--- config.mk ---
export PLATFORM = sky130hd
export DESIGN_NAME = intr_ctrl
export DESIGN_NICKNAME = d
export VERILOG_FILES = /design/src/rtl/intr_ctrl.sv
export SDC_FILE = /design/constraint.sdc
export NUM_CORES = 1
export LEC_CHECK = 0
export ABC_AREA = 1
export BUFFER_PORTS_ARGS = -buffer_cell sky130_fd_sc_hd__buf_2
export CAP_MARGIN = 10
export CORE_MARGIN = 4
export CORE_UTILIZATION = 50
export CTS_CLUSTER_DIAMETER = 60
export CTS_CLUSTER_SIZE = 20
export DETAILED_ROUTE_END_ITERATION = 8
export PLACE_DENSITY_LB_ADDON = 0.12
export SLEW_MARGIN = 20
export SYNTH_ARGS = -nofsm -noshare
export SYNTH_HDL_FRONTEND = slang
export SYNTH_SLANG_ARGS = --single-unit
--- constraint.sdc ---
create_clock -name clk -period 1.9 [get_ports clk]
set_input_delay 0.19 -clock clk [delete_from_list [all_inputs] [get_ports clk]]
set_output_delay 0.19 -clock clk [all_outputs]
set_load 0.03 [all_outputs]
--- src/rtl/intr_ctrl.sv ---
// Interrupt controller: latches external sources into pending bits, masks them, and sequences
// one fixed-priority request at a time through request -> trap-taken -> mret.
module intr_ctrl #(
    parameter int N_SRC = 4,
    parameter int ID_W  = $clog2(N_SRC),
    parameter bit EDGE  = 1'b1
) (
    input  logic             clk,
    input  logic             reset,
    input  logic [N_SRC-1:0] irq_src,
    input  logic             en_we,
    input  logic [N_SRC-1:0] en_wdata,
    input  logic             mie,
    input  logic             intr_ack,
    input  logic             mret,
    output logic             intrrupt,
    output logic [ID_W-1:0]  intr_id,
    output logic [N_SRC-1:0] en_mask,
    output logic [N_SRC-1:0] pending,
    output logic             busy
);

    typedef enum logic [1:0] {
        IDLE,
        REQ,
        SERVICE
    } state_t;

    state_t           state;
    logic [N_SRC-1:0] srcPrev;
    logic [N_SRC-1:0] eligible;
    logic [N_SRC-1:0] ackClear;
    logic [N_SRC-1:0] pendingNext;
    logic [ID_W-1:0]  winner;
    logic             anyEligible;
    logic             curEligible;

    assign eligible    = pending & en_mask;
    assign anyEligible = |eligible;
    assign curEligible = eligible[intr_id];

    // Scan from the top so the lowest-index eligible source is the final assignment.
    always_comb begin
        winner = '0;
        for (int i = N_SRC - 1; i >= 0; i--) begin
            if (eligible[i]) begin
                winner = ID_W'(i);
            end
        end
    end

    always_comb begin
        ackClear = '0;
        if (state == REQ && intr_ack) begin
            ackClear[intr_id] = 1'b1;
        end
    end

    // The set term is OR-ed after the clear so a fresh edge coinciding with its own ack survives.
    assign pendingNext = EDGE ? ((pending & ~ackClear) | (irq_src & ~srcPrev)) : irq_src;

    always_ff @(posedge clk or posedge reset) begin
        if (reset) begin
            srcPrev <= '0;
            pending <= '0;
            en_mask <= '0;
        end else begin
            srcPrev <= irq_src;
            pending <= pendingNext;
            if (en_we) begin
                en_mask <= en_wdata;
            end
        end
    end

    always_ff @(posedge clk or posedge reset) begin
        if (reset) begin
            state    <= IDLE;
            intrrupt <= 1'b0;
            intr_id  <= '0;
            busy     <= 1'b0;
        end else begin
            case (state)
                IDLE: begin
                    if (mie && anyEligible) begin
                        state    <= REQ;
                        intrrupt <= 1'b1;
                        intr_id  <= winner;
                    end
                end
                REQ: begin
                    // intr_id stays frozen here; a taken trap beats a simultaneous withdraw.
                    if (intr_ack) begin
                        state    <= SERVICE;
                        intrrupt <= 1'b0;
                        busy     <= 1'b1;
                    end else if (!mie || !curEligible) begin
                        state    <= IDLE;
                        intrrupt <= 1'b0;
                    end
                end
                SERVICE: begin
                    if (mret) begin
                        state <= IDLE;
                        busy  <= 1'b0;
                    end
                end
                default: begin
                    state    <= IDLE;
                    intrrupt <= 1'b0;
                    busy     <= 1'b0;
                end
            endcase
        end
    end

endmodule

==> impl_metrics.json, run 1 <==
{
  "totalNegativeSetupSlack_ns": 0,
  "clockBufferDepth": 2,
  "cp-end-kind": "primary output",
  "ys_seq_area_share_pct": 60.1,
  "cts_tree": "built",
  "fp-row-count": 13,
  "synth_edf_count": 0,
  "die_w_um": 46.7,
  "critical_path.top_delay_family": "flip-flops",
  "htreeDepth": 1,
  "port_buffers": 25,
  "ioPinCount": 26,
  "vias": 625,
  "cp_cell_sequence": "buf_2",
  "start_kind": "flip-flop",
  "cts_resized": 0,
  "worst_pin_slew_ns": 0.661,
  "antenna_found_initial": 0,
  "power_leakage_nw": 0.478,
  "synth_area_leader_cell": "dfrtp_1",
  "final_util_pct": 68.6,
  "ant_nets": 0,
  "syn-num-nets": 92,
  "grt-ovfl-total": 0,
  "register_area_um2": 450,
  "synth-warning-count": 0,
  "diodes": 0,
  "arrival_ns": 0.99,
  "initial_core_util_pct": 55.5,
  "yosysMostFrequentCell": "dfrtp_1",
  "status": "finished clean",
  "fillers": 113,
  "required_ns": 1.71,
  "slew_headroom_pct": 55.9,
  "path_max_fanout": 6,
  "setup_viol": 0,
  "worst_path_max_delay_cell": "dfrtp_1",
  "grt_pass1_wl_um": 2420,
  "worst_hold_slack_ns": 0.0240,
  "die_h_um": 46.7,
  "max_stage_delay_ns": 0.46,
  "dieArea_um2": 2180,
  "synthesis.area_um2": 749,
  "p_per_area_nw_per_um2": 1340,
  "dr.pass1.iters": 4,
  "synth_area_leaders": "dfrtp_1, nand2_1, mux2_2",
  "period_share_pct": 61.9,
  "cts.reportedPaths.clkPinSlew_ns": 0.10,
  "drv_slew": 0,
  "rsz0062_at_grt": "no",
  "crit_type": "flip-flop to primary output",
  "coreArea_um2": 1350,
  "clock_sinks": 18,
  "routed_via_density": 5.12,
  "globalplace.congestion": 0.765,
  "finalHoldViolCount": 0,
  "yosys-top-cells-count": "dfrtp_1, nand2_1, inv_1",
  "cts_root_buf": "clkbuf_4",
  "syn_to_final_growth_pct": 23.5,
  "ys_ff_latch": 18,
  "fin_nets": 123,
  "multi_input_area_um2": 258,
  "syn_inst": 78,
  "grtUsageTotal_pct": 15.7,
  "async_reset_ff_share_pct": 100,
  "fin_skew_ns": 0.00424,
  "grt_pass1_vias": 575,
  "synth_top_area_share_pct": 60.1,
  "drc": 0,
  "syn_area_per_cell_um2": 9.61,
  "grt_max_degree": 19,
  "drt_iter0_drc": 12,
  "dp_hpwl_um": 1170,
  "wl_um": 1460,
  "synth_cell_types": 15,
  "wl_per_cell_um": 12.0,
  "hp-class": "input port to flip-flop",
  "drv_cap": 0,
  "insertion_delay_ns": 0.28,
  "max_freq_ghz": 0.850,
  "finalCriticalPeriod_ns": 1.18,
  "drive_gt1_share_pct": 32.7,
  "path_buf_inv": 1,
  "numCtsBuffers": 3,
  "irDropWorstVdd_uv": 708,
  "synthFlopType": "dfrtp_1"
}
-- cell families after synthesis --
family,after synthesis,share of synthesized area (%)
flip-flops,18,60.1
AO/OA/AOI/OAI,14,10.0
buffers and inverters,11,5.51
AND/OR/NAND/NOR,31,18.4
multiplexers,4,6.01
-- worst register-to-register path: cells and delay by family, from the launching register on --
family,cells,cell delay [ns]
simple gates,1,0.18
compound gates,2,0.35
flops,1,0.39
buf+inv,1,0.09
-- path summary, 6_finish.rpt --
check                            from         end  slack [ns]  depth (start not counted)
max in group asynchronous       reset  pending[0]        0.94                          3
max                        intr_id[0]  intr_id[0]        0.72                          1
max reg2reg                  state[1]  pending[0]        0.77                          4
min in group asynchronous       reset  srcPrev[2]        0.54                          3
min                        irq_src[0]  srcPrev[0]        0.02                          1
min reg2reg                srcPrev[1]  pending[1]        0.41                          1
-- layout by cell type (no fill, tap or decap) --
| master | instances |
|---|---|
| nor2_1 | 5 |
| buf_2 | 25 |
| nand2_1 | 17 |
| nand3_1 | 4 |
| inv_1 | 10 |
| a21oi_1 | 3 |
| nor3_1 | 2 |
| nor3b_2 | 1 |
| o31ai_1 | 2 |
| dlygate4sd3_1 | 1 |
| nand2_2 | 1 |
| inv_2 | 1 |
| clkbuf_4 | 3 |
| nand4_1 | 1 |
| o21ai_1 | 3 |
| o21ai_0 | 6 |
| mux2_2 | 4 |
| dfrtp_1 | 18 |
-- flip-flops by register name, indices dropped and copies added, names as in the netlist --
name	cells
en_mask	4
pending	4
srcPrev	4
intr_id	2
state	2
busy	1
intrrupt	1
-- per-stage QoR --
step	power (mW)	setup slack, ns	instance area, um^2	instances
finish	1.24	0.724	926	122
global route	1.34	0.631	926	122
floorplan	0.921	0.713	749	78
CTS	1.26	0.722	926	122
global placement	1.07	0.807	893	118
detailed placement	1.08	0.781	893	118
-- routing by layer --
layer / up-vias / routed length [um] / share of wire [%] / track usage, %
met3: 2 / 113 / 7.7 / 2.34
met2: 21 / 706 / 48 / 26.1
met4: 0 / 10 / 0.68 / 6.63
met5: - / 0 / 0 / 0
met1: 283 / 633 / 43 / 20.4
li1: 319 / - / - / -
-- cell type report --
class / instances / share of cell area (%)
Multi-Input combinational cell: 49 / 27.8
Sequential cell: 18 / 48.6
Inverter: 11 / 4.46
Clock buffer: 3 / 2.43
Timing Repair Buffer: 26 / 14.6
Tap cell: 15 / 2.03
-- what timing repair did --
item | in CTS | in global routing
hold buffers | 1 | 0
hold endpoints to repair | 6 | 0
buffers inserted | 0 | 0
-- report_power, final --
group	internal (mW)	switching, mW
Sequential	0.476	0.0877
Combinational	0.159	0.342
Clock	0.0735	0.105
Total	0.709	0.535
Power figures use the tool's default switching activity.
==> inputs of run 2 (changes only) <==
--- a/config.mk
+++ b/config.mk
@@ -9,7 +9,7 @@
 export BUFFER_PORTS_ARGS = -buffer_cell sky130_fd_sc_hd__buf_2
 export CAP_MARGIN = 10
 export CORE_MARGIN = 4
-export CORE_UTILIZATION = 50
+export CORE_UTILIZATION = 47
 export CTS_CLUSTER_DIAMETER = 60
 export CTS_CLUSTER_SIZE = 20
 export DETAILED_ROUTE_END_ITERATION = 8
==> constraint.sdc (replaced) <==
create_clock -name clk -period 1.1 [get_ports clk]
set_input_delay 0.11 -clock clk [delete_from_list [all_inputs] [get_ports clk]]
set_output_delay 0.11 -clock clk [all_outputs]
set_load 0.03 [all_outputs]
==> run 2 against run 1 <==
The flow now finishes with violations (negative setup slack). Clock-buffer cell count up 1. Total power up 97%. Critical endpoint is now pending[2]. Utilization up 1.5 points. Die area up 5.3%. First-iteration DRC count down 75%. Sequential power up 83%. Flip-flop and latch count unchanged. Combinational power up 100%. Global-route usage up 0.77 points. Clock power up 130%. Clock skew about the same.
==> impl_metrics.json, run 2 (synthesized netlist as in run 1, its figures left out) <==
{
  "crit_type": "flip-flop to primary output",
  "port_buffers": 25,
  "arrival_ns": 0.99,
  "power_leakage_nw": 0.517,
  "fin_skew_ns": 0.00403,
  "ioPinCount": 26,
  "wl_per_cell_um": 12.6,
  "reg2reg_depth": 4,
  "path_max_fanout": 4,
  "grt_max_degree": 19,
  "syn_to_final_growth_pct": 40.9,
  "violations": "negative setup slack",
  "die_h_um": 47.9,
  "finalHoldViolCount": 0,
  "die_w_um": 47.9,
  "slew_headroom_pct": 85.4,
  "globalplace.congestion": 0.802,
  "rsz0062_at_grt": "yes",
  "clockBufferDepth": 2,
  "clock_sinks": 18,
  "placed_area_um2": 922,
  "final_common_cell": "buf_2",
  "grt_pass1_vias": 605,
  "grt-ovfl-total": 0,
  "ant_nets": 0,
  "top_regs": "en_mask x4, pending x4, srcPrev x4",
  "insertion_delay_ns": 0.29,
  "drive_gt1_share_pct": 52.2,
  "use_met3_pct": 2.63,
  "drt_iter0_drc": 3,
  "clockPowerShare_pct": 16.6,
  "hold_path_depth": 2,
  "drv_slew": 0,
  "period_share_pct": 100,
  "power.switching_mw": 1.03,
  "irDropWorstVdd_uv": 1150,
  "vias": 652,
  "total_power_mw": 2.45,
  "grt_use_met1_pct": 19.6,
  "cts_root_buf": "clkbuf_4",
  "fin_area_um2": 1060,
  "p_int_mw": 1.42,
  "dp_hpwl_um": 1250,
  "max_freq_ghz": 0.906,
  "fin_nets": 130,
  "cts.reportedPaths.clkPinSlew_ns": 0.10,
  "diodes": 0,
  "status": "finished, violations left",
  "setup_viol": 1,
  "dieArea_um2": 2300,
  "grt_util_met2_pct": 27.7,
  "switching_share_pct": 42.2,
  "p_per_area_nw_per_um2": 2320,
  "hp-class": "input port to flip-flop",
  "final_util_pct": 70.1,
  "htreeDepth": 1,
  "cts_tree": "built",
  "drv_cap": 0,
  "fp-row-count": 14,
  "finalCriticalPeriod_ns": 1.10,
  "layout_common_cells": "buf_2, nand2_1, dfrtp_2, inv_1, dfrtp_1",
  "start_kind": "flip-flop",
  "initial_core_util_pct": 49.8,
  "p_seq_share_pct": 42.2,
  "combPwrFrac_pct": 41.2,
  "cp-end-kind": "primary output",
  "routed_via_density": 4.98,
  "grtUsageTotal_pct": 16.5,
  "coreArea_um2": 1510,
  "grt-busiest-layer": "met2",
  "setup_slack_ns": -0.00371,
  "grt_pass1_wl_um": 2550,
  "dr.pass1.iters": 2,
  "antenna_found_initial": 0,
  "numCtsBuffers": 3,
  "required_ns": 0.99,
  "wl_um": 1650,
  "worst_pin_slew_ns": 0.219,
  "drc": 0
}
## run 2: cell types whose count changed in the layout (fill, tap and decap cells not counted), sizes merged
cell         delta
dlygate4sd3     +4
buf             +3
clkbuf          +1
## run 2: routing by layer
metal / vias up / part of all wire (%)
met3: 2 / 6.4
li1: 329 / -
met2: 17 / 51
met5: - / 0
met4: 0 / 0.67
met1: 304 / 42
## run 2: power groups by stage
stage	Clock (mW)	Sequential (mW)	Combinational (mW)
2_1_floorplan	0	1.25	0.367
3_3_place_gp	0	0.996	0.892
3_5_place_dp	0	1.01	0.902
4_1_cts	0.420	1.01	0.917
5_1_grt	0.447	1.06	1.11
6_report	0.405	1.03	1.01
## run 2: metrics by stage
step                cells  hold slack, ns  setup TNS [ns]  worst slack [ns]
finish                131          0.0415        -0.00371          -0.00371
global route          131          0.0353          -0.189           -0.0563
CTS                   129          0.0284               0          0.000818
detailed placement    121           0.133         -0.0257           -0.0193
global placement      121           0.128         -0.0436           -0.0283
floorplan              78          0.0479               0            0.0217
## run 2: final timing paths
| check | start | endpoint | slack [ns] |
|---|---|---|---|
| min in group asynchronous | reset | busy | 0.35 |
| setup / recovery | pending[2] | pending[2] | -0.004 |
| setup reg to reg | state[1] | pending[0] | 0.03 |
| max in group asynchronous | reset | en_mask[2] | 0.54 |
| hold / removal | en_wdata[0] | en_mask[0] | 0.04 |
| hold reg to reg | srcPrev[1] | pending[1] | 0.41 |
## run 2: timing repair
item	CTS	global route
setup endpoints to repair	4	8
hold endpoints to repair	22	0
pin swaps	0	1
buffers inserted	0	2
hold buffers	5	0
gates cloned	0	0
gates resized for setup	4	11
## run 2: area by class of cell
class | count | area, um^2
flip-flops and latches | 18 | 464
fillers | 124 | 450
multi-input cells | 49 | 290
repair buffers | 33 | 204
inverters | 11 | 41.3
clock buffers | 4 | 36.3
well taps | 16 | 20.0
## run 2: critical path, stage by stage (launching register included)
cell and delay (ns):
dfrtp_2 0.44, buf_4 0.14, buf_6 0.13
